===== src/rtl/pipe_hazard_ctrl.sv =====
// Hazard and sequencing control for the 5-stage RISC-V pipeline: stage enables/flushes,
// EX forwarding selects, dmem wait freeze with timeout, and halt drain.
module pipe_hazard_ctrl #(
  parameter int unsigned DRAIN_CYCLES = 2,
  parameter int unsigned MEM_TIMEOUT  = 255,
  parameter int unsigned CNT_W        = 16
) (
  input  logic             clk,
  input  logic             reset,
  input  logic [4:0]       id_rs1,
  input  logic [4:0]       id_rs2,
  input  logic [4:0]       ex_rs1,
  input  logic [4:0]       ex_rs2,
  input  logic [4:0]       ex_rd,
  input  logic             ex_memread,
  input  logic             ex_halt,
  input  logic             ex_branch_taken,
  input  logic [4:0]       mem_rd,
  input  logic             mem_regwrite,
  input  logic [4:0]       wb_rd,
  input  logic             wb_regwrite,
  input  logic             dmem_req,
  input  logic             dmem_ready,
  output logic             pc_en,
  output logic             if_id_en,
  output logic             id_ex_en,
  output logic             ex_mem_en,
  output logic             mem_wb_en,
  output logic             if_id_flush,
  output logic             id_ex_flush,
  output logic [1:0]       fwd_a,
  output logic [1:0]       fwd_b,
  output logic             halted,
  output logic             mem_err,
  output logic [CNT_W-1:0] stall_cycles
);

  localparam int unsigned WW = (MEM_TIMEOUT < 2) ? 1 : $clog2(MEM_TIMEOUT + 1);
  localparam int unsigned DW = (DRAIN_CYCLES < 2) ? 1 : $clog2(DRAIN_CYCLES + 1);
  localparam logic [WW-1:0] TO_LAST    = WW'(MEM_TIMEOUT - 1);
  localparam logic [DW-1:0] DRAIN_LAST = DW'(DRAIN_CYCLES - 1);

  typedef enum logic [1:0] {RUN, MEM_WAIT, DRAIN, HALTED} state_t;

  state_t          state_q, state_d;
  state_t          ret_q, ret_d;
  logic [WW-1:0]   wait_q, wait_d, wait_base;
  logic [DW-1:0]   drain_q, drain_d;
  logic            err_d;
  logic            freeze, load_use, timeout_hit, drain_done;
  logic            run_rules, drain_rules;

  // Forwarding: EX/MEM result is younger, so it takes priority over MEM/WB.
  always_comb begin
    fwd_a = 2'b00;
    if (mem_regwrite && mem_rd != '0 && mem_rd == ex_rs1)     fwd_a = 2'b10;
    else if (wb_regwrite && wb_rd != '0 && wb_rd == ex_rs1)   fwd_a = 2'b01;
    fwd_b = 2'b00;
    if (mem_regwrite && mem_rd != '0 && mem_rd == ex_rs2)     fwd_b = 2'b10;
    else if (wb_regwrite && wb_rd != '0 && wb_rd == ex_rs2)   fwd_b = 2'b01;
  end

  assign freeze   = dmem_req && !dmem_ready;
  assign load_use = ex_memread && ex_rd != '0 && (ex_rd == id_rs1 || ex_rd == id_rs2);

  assign wait_base   = (state_q == MEM_WAIT) ? wait_q : '0;
  assign timeout_hit = (MEM_TIMEOUT <= 1) || (wait_base == TO_LAST);
  assign drain_done  = (DRAIN_CYCLES <= 1) || (drain_q == DRAIN_LAST);

  // A MEM_WAIT cycle that completes behaves as the state it interrupted.
  assign run_rules   = (state_q == RUN)   || (state_q == MEM_WAIT && ret_q == RUN);
  assign drain_rules = (state_q == DRAIN) || (state_q == MEM_WAIT && ret_q == DRAIN);

  always_comb begin
    pc_en       = 1'b1;
    if_id_en    = 1'b1;
    id_ex_en    = 1'b1;
    ex_mem_en   = 1'b1;
    mem_wb_en   = 1'b1;
    if_id_flush = 1'b0;
    id_ex_flush = 1'b0;
    state_d     = state_q;
    ret_d       = ret_q;
    wait_d      = wait_q;
    drain_d     = drain_q;
    err_d       = mem_err;

    if (state_q == HALTED) begin
      pc_en     = 1'b0;
      if_id_en  = 1'b0;
      id_ex_en  = 1'b0;
      ex_mem_en = 1'b0;
      mem_wb_en = 1'b0;
    end else if (freeze) begin
      pc_en     = 1'b0;
      if_id_en  = 1'b0;
      id_ex_en  = 1'b0;
      ex_mem_en = 1'b0;
      mem_wb_en = 1'b0;
      if (timeout_hit) begin
        state_d = HALTED;
        err_d   = 1'b1;
        wait_d  = '0;
      end else begin
        state_d = MEM_WAIT;
        wait_d  = wait_base + 1'b1;
        if (state_q != MEM_WAIT) ret_d = state_q;
      end
    end else begin
      wait_d = '0;
      if (run_rules) begin
        state_d = RUN;
        if (ex_branch_taken) begin
          if_id_flush = 1'b1;
          id_ex_flush = 1'b1;
        end else begin
          if (load_use) begin
            pc_en       = 1'b0;
            if_id_en    = 1'b0;
            id_ex_flush = 1'b1;
          end
          if (ex_halt) begin
            pc_en       = 1'b0;
            if_id_flush = 1'b1;
            id_ex_flush = 1'b1;
            state_d     = DRAIN;
            drain_d     = '0;
          end
        end
      end else if (drain_rules) begin
        pc_en       = 1'b0;
        if_id_flush = 1'b1;
        id_ex_flush = 1'b1;
        state_d     = DRAIN;
        if (drain_done) state_d = HALTED;
        else            drain_d = drain_q + 1'b1;
      end
    end

    if (reset) begin
      pc_en       = 1'b1;
      if_id_en    = 1'b1;
      id_ex_en    = 1'b1;
      ex_mem_en   = 1'b1;
      mem_wb_en   = 1'b1;
      if_id_flush = 1'b1;
      id_ex_flush = 1'b1;
    end
  end

  always_ff @(posedge clk) begin
    if (reset) begin
      state_q      <= RUN;
      ret_q        <= RUN;
      wait_q       <= '0;
      drain_q      <= '0;
      mem_err      <= 1'b0;
      stall_cycles <= '0;
    end else begin
      state_q <= state_d;
      ret_q   <= ret_d;
      wait_q  <= wait_d;
      drain_q <= drain_d;
      mem_err <= err_d;
      if (!pc_en && state_q != HALTED && stall_cycles != '1)
        stall_cycles <= stall_cycles + 1'b1;
    end
  end

  assign halted = (state_q == HALTED);

endmodule

===== config.mk =====
export PLATFORM = sky130hd
export DESIGN_NAME = pipe_hazard_ctrl
export DESIGN_NICKNAME = d
export VERILOG_FILES = /design/src/rtl/pipe_hazard_ctrl.sv
export SDC_FILE = /design/constraint.sdc
export NUM_CORES = 1
export LEC_CHECK = 0
export ABC_AREA = 1
export BUFFER_PORTS_ARGS = -buffer_cell sky130_fd_sc_hd__buf_2
export CAP_MARGIN = 20
export CELL_PAD_IN_SITES_DETAIL_PLACEMENT = 1
export CELL_PAD_IN_SITES_GLOBAL_PLACEMENT = 1
export CORE_ASPECT_RATIO = 1.5
export CORE_MARGIN = 2
export CORE_UTILIZATION = 35
export DETAILED_ROUTE_END_ITERATION = 8
export GPL_ROUTABILITY_DRIVEN = 0
export GPL_TIMING_DRIVEN = 0
export PLACE_DENSITY = 0.78
export SYNTH_ARGS = -nofsm -noshare
export SYNTH_HDL_FRONTEND = slang
export SYNTH_SLANG_ARGS = --single-unit

===== constraint.sdc =====
create_clock -name clk -period 2 [get_ports clk]
set_clock_uncertainty 0.1 [all_clocks]
set_input_delay 0.1 -clock clk [delete_from_list [all_inputs] [get_ports clk]]
set_output_delay 0.1 -clock clk [all_outputs]
set_load 0.1 [all_outputs]

==> out/metrics.csv <==
metric,value,unit
run_status,completed,
synth_edf_count,0,
p_sw,0.646,mW
synthAdderAreaFrac,2.12,%
routed_wl,7.54,mm
p_per_area,542,nW/um^2
clk_pin_slew_worst_paths,70,ps
maxCapViolations,0,
syn_inst,354,
io_buffer_count,71,
syn_avg_cell_area,6.66,um^2
nNetsFinal,488,
synthMuxAreaShare,0,%
initialDrtViolationCount,80,
synth_top_family_by_area,simple AND/OR/NAND/NOR gates,
synthArstFlopShare,0,%
ys.warnings.count,0,
antenna_cells,0,
setup_slack,22.4,ps
hold_viol_final,0,
synth_simple_gate_area_share,34.9,%
instances_no_fill,517,
numCtsBuffers,5,
worstMarginPinSlew,659,ps
ys_ff_latch,31,
worst-setup-path-type,reg2out,
hp-class,in2reg,
grt_antenna_before_repair,0,
synth_compound_area_share,10.5,%
clk_root_buffer_cell,clkbuf_8,
via_count,2636,
grt_use_total,20.1,%
p_comb_share,32.3,%
die_w,71.0,um
crit_fanout,6,
clkPwrFrac,31.6,%
syn_nets,402,
maxSlewViolCount,0,
drive_gt1_share,37.6,%
postLayoutCellArea,3290,um^2
crit_arrival,1780,ps
rsz0062_at_grt,yes,
dieArea,7420,um^2
grt_pass1_wl,12.2,mm
multi_input_area,1690,um^2
drc_errors,0,
grt-ovfl-total,0,
viasPerCell,5.10,
syn_to_final_growth,39.7,%
cts_tree,yes,
yosysTopAreaCell,dfxtp_1,
synthXorXnorAreaFrac,14.9,%
yosysUniqueCellTypes,35,
fin_crit_sh,98.9,%
end_kind,output port,
irDropWorstVdd,230,uV
grt_max_degree,11,
yosys-top-cells-area,"dfxtp_1 26%, nand2_1 12%, xnor2_1 7.8%",
fmax,0.506,GHz
clock_path_buffers,2,
synth_top_area_share,26.3,%
hpwl,5.73,mm
core,6490,um^2
fillers,854,
ioPinCount,73,
die_h,104,um
ys.flop_type,dfxtp_1,
p_sw_share,36.2,%
fin_crit,1980,ps
seq_power_share,36.1,%
dp.cells,501,
initial_core_util,36.3,%
cp.required,1800,ps
ff_latch_area,666,um^2
syn_area,2360,um^2
p_int,1.14,mW
p_leak,1.47,nW
ys_seq_area_share,26.3,%
drt_pre_antenna_iters,4,
post_drt_wl_per_cell,14.6,um
p_total,1.78,mW
setup_violations,0,
place_area,2980,um^2
cts.sinks,31,
grt_pass1_vias,2758,
ant_nets,0,
maxSlewHeadroom,56.1,%
pre_cts_slack,-74.8,ps
htreeDepth,2,
clock_latency,290,ps
rows,36,
crit_path_start_kind,flip-flop,
## registers in the layout (all words and copies together), names as in the netlist
register	flops
mem_err	1
wait_q	8
drain_q	2
ret_q	2
state_q	2
stall_cycles	16
## logic make-up (layout without fill, tap and decap cells)
logic type	count (synthesis)	after routing
flip-flops	31	31
buffers and inverters	65	152
XOR/XNOR	40	40
AND/OR/NAND/NOR	177	177
AO/OA/AOI/OAI	37	37
adder cells (fa/ha/maj)	4	4
## metrics by stage
step / setup TNS (ps) / util [%] / hold WS (ps)
2_1_floorplan: -330 / - / 236
3_3_place_gp: -37.1 / 45.9 / 303
3_5_place_dp: -91.4 / 45.9 / 311
4_1_cts: -37.7 / 48.4 / 2.50
5_1_grt: -461 / 50.7 / 10.7
6_report: 0 / 50.7 / 5.53
## metal layers
| metal | part of all wire, % | global-route usage, % | wire length [um] |
|---|---|---|---|
| met1 | 36 | 20.5 | 2710 |
| met5 | 0 | 0 | 0 |
| met3 | 3.8 | 3.29 | 290 |
| met2 | 59 | 39.8 | 4410 |
| met4 | 1.6 | 6.60 | 121 |
## cells in the final DEF (no fill, tap or decap), types with 13 or more instances in the layout
cell type  Yosys  layout
xor2_1        19      19
xnor2_1       21      21
dfxtp_1       31      13
nand2_1       78      74
buf_2          4      70
nand4_1       17      17
nor2_1        34      29
a21oi_1       14      14
inv_1         48      45
nand3_1       21      18
## layout make-up
| class | instances | area share (%) |
|---|---|---|
| timing repair buffer | 79 | 13.8 |
| sequential | 31 | 20.2 |
| inverter | 55 | 6.50 |
| tap | 76 | 2.89 |
| multi-input combinational | 258 | 51.4 |
| clock buffer | 8 | 3.04 |
| buffer | 10 | 2.13 |
## cells in the mapped netlist (3+ instances only)
| master | number |
|---|---|
| nand2_1 | 78 |
| inv_1 | 48 |
| nor2_1 | 34 |
| dfxtp_1 | 31 |
| nand3_1 | 21 |
| xnor2_1 | 21 |
| xor2_1 | 19 |
| nand4_1 | 17 |
| a21oi_1 | 14 |
| a21oi_2 | 11 |
| nor3_1 | 11 |
| inv_2 | 6 |
| buf_2 | 4 |
| ha_1 | 4 |
| o21ai_0 | 4 |
| clkbuf_1 | 3 |
| nor4_1 | 3 |
## path summary, 6_finish.rpt
| path | startpoint | endpoint | slack [ps] | cells after the start |
|---|---|---|---|---|
| setup / recovery | ret_q[0]$_SDFFE_PP0P_ | pc_en | 20 | 10 |
| hold / removal | reset | stall_cycles[7]$_SDFFE_PP0P_ | 6 | 2 |
| setup reg to reg | ret_q[0]$_SDFFE_PP0P_ | stall_cycles[14]$_SDFFE_PP0P_ | 50 | 12 |
| hold reg to reg | mem_err$_SDFFE_PP0P_ | mem_err$_SDFFE_PP0P_ | 370 | 1 |
## timing repair
| item | CTS | global route |
|---|---|---|
| pin swaps | 3 | 8 |
| resized for setup | 13 | 27 |
| endpoints found under the setup margin | 12 | 27 |
| hold endpoints to repair | 0 | 0 |
| gates cloned | 0 | 0 |
| setup buffers | 2 | 6 |
| hold buffers | 0 | 0 |
## power groups by stage
stage,Sequential (mW),Clock (mW),Combinational (mW)
2_1_floorplan,0.684,0,0.330
3_3_place_gp,0.655,0,0.483
3_5_place_dp,0.656,0,0.495
4_1_cts,0.641,0.578,0.528
5_1_grt,0.646,0.598,0.622
6_report,0.643,0.564,0.577
## critical path: stages (launching register included)
cell	delay [ps]
dfxtp_1	320
inv_2	70
nand2_2	70
a21oi_4	200
nand2_2	100
nor2_2	130
nand3_2	110
nand3_4	100
buf_8	120
clkinvlp_4	90
buf_12	170
Power figures use the tool's default switching activity.
